## config.mk

```make
export PLATFORM = sky130hd
export DESIGN_NAME = echo_fifo
export DESIGN_NICKNAME = d
export VERILOG_FILES = /design/src/rtl/echo_fifo_pkg.sv /design/src/rtl/echo_fifo_mem.sv /design/src/rtl/echo_fifo.sv
export SDC_FILE = /design/constraint.sdc
export NUM_CORES = 1
export LEC_CHECK = 0
export CAP_MARGIN = 5
export CORE_AREA = 5 5 114 127
export DETAILED_ROUTE_END_ITERATION = 8
export DIE_AREA = 0 0 119 132
export PLACE_DENSITY_LB_ADDON = 0.1
export REMOVE_ABC_BUFFERS = 1
export SLEW_MARGIN = 40
export SYNTH_ARGS = -nofsm -noshare
export SYNTH_HDL_FRONTEND = slang
export SYNTH_HIERARCHICAL = 1
export SYNTH_SLANG_ARGS = --single-unit
```

## constraint.sdc

```tcl
create_clock -name clk_i -period 5.05 [get_ports clk_i]
set_input_delay 1.01 -clock clk_i [delete_from_list [all_inputs] [get_ports clk_i]]
set_output_delay 1.01 -clock clk_i [all_outputs]
set_load 0.05 [all_outputs]
```

## src/rtl/echo_fifo_pkg.sv

```systemverilog
// Shared constants and helpers for the echo_fifo loopback buffer.
// ASCII bounds feed the optional case-swap path (ECHO_FIFO_CASE_SWAP_EN).
package echo_fifo_pkg;

    localparam logic [7:0] UC_LO    = 8'h41;
    localparam logic [7:0] UC_HI    = 8'h5A;
    localparam logic [7:0] LC_LO    = 8'h61;
    localparam logic [7:0] LC_HI    = 8'h7A;
    localparam logic [7:0] CASE_BIT = 8'h20;

    function automatic int ptr_w(input int depth);
        return $clog2(depth) + 1;
    endfunction

    function automatic logic is_alpha(input logic [7:0] b);
        logic hit;
        if (((b >= UC_LO) && (b <= UC_HI)) || ((b >= LC_LO) && (b <= LC_HI))) begin
            hit = 1'b1;
        end else begin
            hit = 1'b0;
        end
        return hit;
    endfunction

    // Letters get bit 5 flipped; everything else passes through untouched.
    function automatic logic [7:0] case_swap(input logic [7:0] b);
        logic [7:0] r;
        if (is_alpha(b)) begin
            r = b ^ CASE_BIT;
        end else begin
            r = b;
        end
        return r;
    endfunction

endpackage

```

## src/rtl/echo_fifo_mem.sv

```systemverilog
// DEPTH x 8 register file: one synchronous write port, one asynchronous read port.
// Contents are intentionally not reset.
module echo_fifo_mem
    import echo_fifo_pkg::*;
#(
    parameter int DEPTH = 16,
    parameter int AW    = $clog2(DEPTH)
) (
    input  logic          clk_i,
    input  logic          we_i,
    input  logic [AW-1:0] waddr_i,
    input  logic [7:0]    wdata_i,
    input  logic [AW-1:0] raddr_i,
    output logic [7:0]    rdata_o
);

    logic [7:0] mem_q [DEPTH];

    // Storage write port.
    always_ff @(posedge clk_i) begin
        if (we_i) begin
            mem_q[waddr_i] <= wdata_i;
        end
    end

    assign rdata_o = mem_q[raddr_i];

endmodule

```

## src/rtl/echo_fifo.sv

```systemverilog
// Byte loopback FIFO between the CDC OUT and IN streams with valid/ready on both sides.
// Optional ASCII case swap on push when ECHO_FIFO_CASE_SWAP_EN is defined.
module echo_fifo
    import echo_fifo_pkg::*;
#(
    parameter int DEPTH = 16,
    parameter int CNT_W = 16
) (
    input  logic                   clk_i,
    input  logic                   rst_i,
    input  logic [7:0]             rx_data_i,
    input  logic                   rx_valid_i,
    output logic                   rx_ready_o,
    output logic [7:0]             tx_data_o,
    output logic                   tx_valid_o,
    input  logic                   tx_ready_i,
    output logic [$clog2(DEPTH):0] level_o,
    output logic [CNT_W-1:0]       tx_count_o
);

    localparam int AW = $clog2(DEPTH);
    localparam int PW = ptr_w(DEPTH);

    logic [PW-1:0]    wr_ptr_q, wr_ptr_d;
    logic [PW-1:0]    rd_ptr_q, rd_ptr_d;
    logic [CNT_W-1:0] tx_count_q, tx_count_d;
    logic             empty_s;
    logic             full_s;
    logic             push_s;
    logic             pop_s;
    logic [7:0]       wdata_s;

    assign empty_s = (wr_ptr_q == rd_ptr_q);
    assign full_s  = (wr_ptr_q[AW-1:0] == rd_ptr_q[AW-1:0]) &&
                     (wr_ptr_q[PW-1] != rd_ptr_q[PW-1]);
    assign push_s  = rx_valid_i && !full_s;
    assign pop_s   = tx_ready_i && !empty_s;

`ifdef ECHO_FIFO_CASE_SWAP_EN
    assign wdata_s = case_swap(rx_data_i);
`else
    assign wdata_s = rx_data_i;
`endif

    // Next-state for pointers and returned-byte counter.
    always_comb begin
        wr_ptr_d   = wr_ptr_q;
        rd_ptr_d   = rd_ptr_q;
        tx_count_d = tx_count_q;
        if (push_s) begin
            wr_ptr_d = wr_ptr_q + {{(PW-1){1'b0}}, 1'b1};
        end else begin
            wr_ptr_d = wr_ptr_q;
        end
        if (pop_s) begin
            rd_ptr_d   = rd_ptr_q + {{(PW-1){1'b0}}, 1'b1};
            tx_count_d = tx_count_q + {{(CNT_W-1){1'b0}}, 1'b1};
        end else begin
            rd_ptr_d   = rd_ptr_q;
            tx_count_d = tx_count_q;
        end
    end

    // State registers; reset wins over any pop in the same cycle.
    always_ff @(posedge clk_i) begin
        if (rst_i) begin
            wr_ptr_q   <= {PW{1'b0}};
            rd_ptr_q   <= {PW{1'b0}};
            tx_count_q <= {CNT_W{1'b0}};
        end else begin
            wr_ptr_q   <= wr_ptr_d;
            rd_ptr_q   <= rd_ptr_d;
            tx_count_q <= tx_count_d;
        end
    end

    echo_fifo_mem #(
        .DEPTH (DEPTH),
        .AW    (AW)
    ) u_mem (
        .clk_i   (clk_i),
        .we_i    (push_s),
        .waddr_i (wr_ptr_q[AW-1:0]),
        .wdata_i (wdata_s),
        .raddr_i (rd_ptr_q[AW-1:0]),
        .rdata_o (tx_data_o)
    );

    assign rx_ready_o = !full_s;
    assign tx_valid_o = !empty_s;
    assign level_o    = wr_ptr_q - rd_ptr_q;
    assign tx_count_o = tx_count_q;

endmodule

```

==> key figures <==
Status
  • Status: finished, final reports clean

Hold path
  • Worst hold start: tx_count_o[15]
  • Path type of the worst min-delay path: reg2reg

Logic synthesis
  • Area share of the largest cell type after synthesis: about three fifths
  • Leading cell type by number of instances after synthesis: sky130_fd_sc_hd__edfxtp_1
  • Most instantiated flip-flop cell in the synthesis netlist: sky130_fd_sc_hd__edfxtp_1
  • List of most frequent post-synthesis cells: sky130_fd_sc_hd__edfxtp_1, sky130_fd_sc_hd__nor2_1, sky130_fd_sc_hd__dfxtp_1, sky130_fd_sc_hd__mux4_2, sky130_fd_sc_hd__nand2_1
  • Syn Area/Cell: about 17 um2
  • Fraction of synthesis flops using an asynchronous set or reset pin: 0%
  • Cell area after synthesis: 6360 um2
  • Number of register bits inferred by synthesis: roughly 150
  • Gate Count Post-Synth: about 380
  • Sequential area share after synthesis: about 69%
  • Area leader, netlist: sky130_fd_sc_hd__edfxtp_1
  • Number of synthesis warnings: 6
  • Top cells by area in the synthesized netlist: sky130_fd_sc_hd__edfxtp_1, sky130_fd_sc_hd__dfxtp_1, sky130_fd_sc_hd__mux4_2
  • Post-synth EDFFs: approximately 130
  • Distinct cell type count of the synthesized netlist: 44

Clocking
  • CTS resizes: 0
  • Number of buffers added by the clock tree synthesis step: 17
  • Clk_lat worst skew: roughly 0.42 ns
  • CTS Buffer Depth: 2
  • TritonCTS clock tree: built
  • Depth of the CTS H-tree: 4
  • TritonCTS Sinks: roughly 150
  • Clock-pin slew on the worst setup and hold paths: 0.06 ns
  • Number of hold buffers added after cts: 0
  • Post-CTS Setup Repair Bufs: 0
  • Clock root cell: sky130_fd_sc_hd__clkbuf_16

Routing
  • Count of vias placed by the detailed router: about 3500
  • Vias per cell: approximately 5.8
  • Number of DRC markers after the initial detailed-route iteration: around 260
  • Routed Wire Length: approximately 13000 um
  • Post-route antenna net violation count: 0
  • Routed WL per cell: roughly 21 um
  • First-pass DRT Iterations: 4
  • DR DRC count: 0

Placed design
  • Detailed placement HPWL: just over 8000 um
  • Input/output buffers: 42
  • DP Worst Slack: approximately 1.4 ns
  • Number of cells after detailed placement: 574
  • Post-place instance area: 6960 um2
  • Routability-driven placement congestion ratio: around 0.74

Final layout
  • Filler Cell Count: 1042
  • Final std cells w/o fill: between 600 and 700
  • Antenna cells: 0
  • Final Util: 58.3%
  • Total number of nets in the final design: about 450
  • Design Area, Final: around 7600 um2
  • Area delta synth->final: 19.1%
  • Share of cells above drive strength 1: approximately 16%

Power
  • IR Drop Worst-Case VDD: between 200 and 250 uV
  • Overall Power: roughly 3.3 mW
  • Standby leakage power: about 2.4 nW
  • Ratio of total power to cell area: ~430 nW/um2

Timing
  • Setup repair after global routing missed its margin: false
  • Worst rel slew slack: a little under half
  • Share of the clock period used by the worst path: 80.5%
  • Worst-case setup margin in the final layout: slightly below 1 ns
  • Final Hold Fails: 0
  • Actual transition at the worst max-transition pin: between 0.7 and 0.8 ns
  • TNS Setup: 0 ns
  • Final Max Tran Viols: 0
  • # setup viols final: 0
  • Maximum achievable frequency: 246 MHz
  • Worst clock skew on the final layout: 0.0101 ns
  • Tmin final: between 4 and 5 ns
  • Final Hold Slack: ~0.49 ns

Global routing
  • Total overflow reported by the global router: 0
  • Wire length of the first global-routing pass: about 20000 um
  • Initial antenna violation count: 0
  • All-Layer GR Usage: approximately 17%
  • Number of global-route vias before repair: between 3000 and 4000
  • Largest net degree at the start of global routing: 36

Critical path
  • Crit-path cells: buf_4 > mux4_2 > a22oi_1 > nand2_1 > clkdlybuf4s50_1
  • Arr. time, crit path: between 3 and 4 ns
  • Crit path from: rd_ptr_q[0]
  • Maximum fanout encountered on the critical timing path: 33
  • Cell with the biggest individual delay on the critical path: sky130_fd_sc_hd__clkdlybuf4s50_1
  • Launching point of the worst reg2reg path: wr_ptr_q[0]
  • Nature of the critical path endpoint: primary output
  • Startpoint types: register
  • CP max stage delay: approximately 0.72 ns
  • Type of the worst setup path: reg2out
  • CP Data Required Time: 4.04 ns

Floorplan
  • Die outline area: between 15000 and 20000 um2
  • Placeable core region: 13000 um2
  • X dimension of the die: ~120 um
  • Std cell rows: 44
  • # IOs: 43
  • Starting utilization of the core area: 49.0%
  • Die Y-Extent: about 130 um

Run
  • Count of max-cap constraint violations: 0
worst max-delay path, delay by kind of cell, from the launching register on:
kind / cells / cell delay, ns
buffers and inverters: 2 / 1.24
muxes: 1 / 0.59
DFF: 1 / 0.36
AOI/OAI and AO/OA: 1 / 0.31
and+or+nand+nor: 1 / 0.12
power breakdown:
| group | internal, mW | switching (mW) | leakage (nW) | total (mW) |
|---|---|---|---|---|
| clock network | 0.818 | 0.474 | 0.287 | 1.29 |
| logic | 0.221 | 0.337 | 0.781 | 0.557 |
| registers | 1.40 | 0.0162 | 1.37 | 1.41 |
| total | 2.44 | 0.827 | 2.43 | 3.26 |
per-layer routing:
metal	share of wire [%]	vias up	wire length [um]	track usage, %
met5	0	-	0	0
met4	1.0	0	129	5.09
met3	3.8	8	484	5.11
met2	51	80	6550	28.7
met1	44	1796	5700	21.3
li1	-	1615	-	-
final timing paths:
check / end / slack [ns] / depth (start not counted)
worst max-delay path: tx_data_o[4] / 0.98 / 5
worst min-delay path: tx_count_o[15] / 0.49 / 2
worst max register to register: u_mem/mem_q[3][5] / 2.01 / 7
worst min register to register: tx_count_o[15] / 0.49 / 2
area by class of cell:
type / count / area (um2) / share of cell area (%)
well taps: 161 / 201 / 2.66
clock buffers: 18 / 429 / 5.66
flip-flops and latches: 154 / 4370 / 57.6
repair buffers: 50 / 480 / 6.34
inverters: 10 / 37.5 / 0.495
multi-input cells: 199 / 1880 / 24.9
clock inverters: 14 / 179 / 2.36
kinds of logic (layout without fill, tap and decap cells):
kind of cell    after synthesis  after routing  share of synthesized area (%)
flops                       154            154                           68.6
xor+xnor                     18             18                           2.48
compound gates               52             52                           5.49
simple gates                 85             85                           6.65
buf+inv                      25             92                           2.28
mux                          36             36                           12.8
fa+ha+maj                     8              8                           1.69
state kept, by name, indices dropped and copies added, names as in the netlist:
signal,cells
wr_ptr_q,5
rd_ptr_q,5
tx_count_o,16
u_mem/mem_q,128
cells in the final DEF (no fill, tap or decap), types with 8 or more instances in the layout:
cell,instances
sky130_fd_sc_hd__edfxtp_1,128
sky130_fd_sc_hd__inv_1,10
sky130_fd_sc_hd__buf_4,8
sky130_fd_sc_hd__nor2_2,11
sky130_fd_sc_hd__xnor2_1,11
sky130_fd_sc_hd__a21oi_1,13
sky130_fd_sc_hd__nor2_1,19
sky130_fd_sc_hd__clkbuf_16,17
sky130_fd_sc_hd__mux4_1,14
sky130_fd_sc_hd__dfxtp_1,25
sky130_fd_sc_hd__a22oi_1,16
sky130_fd_sc_hd__mux4_2,18
sky130_fd_sc_hd__clkdlybuf4s50_1,42
sky130_fd_sc_hd__nand2_1,18
Note: power is estimated with default switching activity, not from simulation.
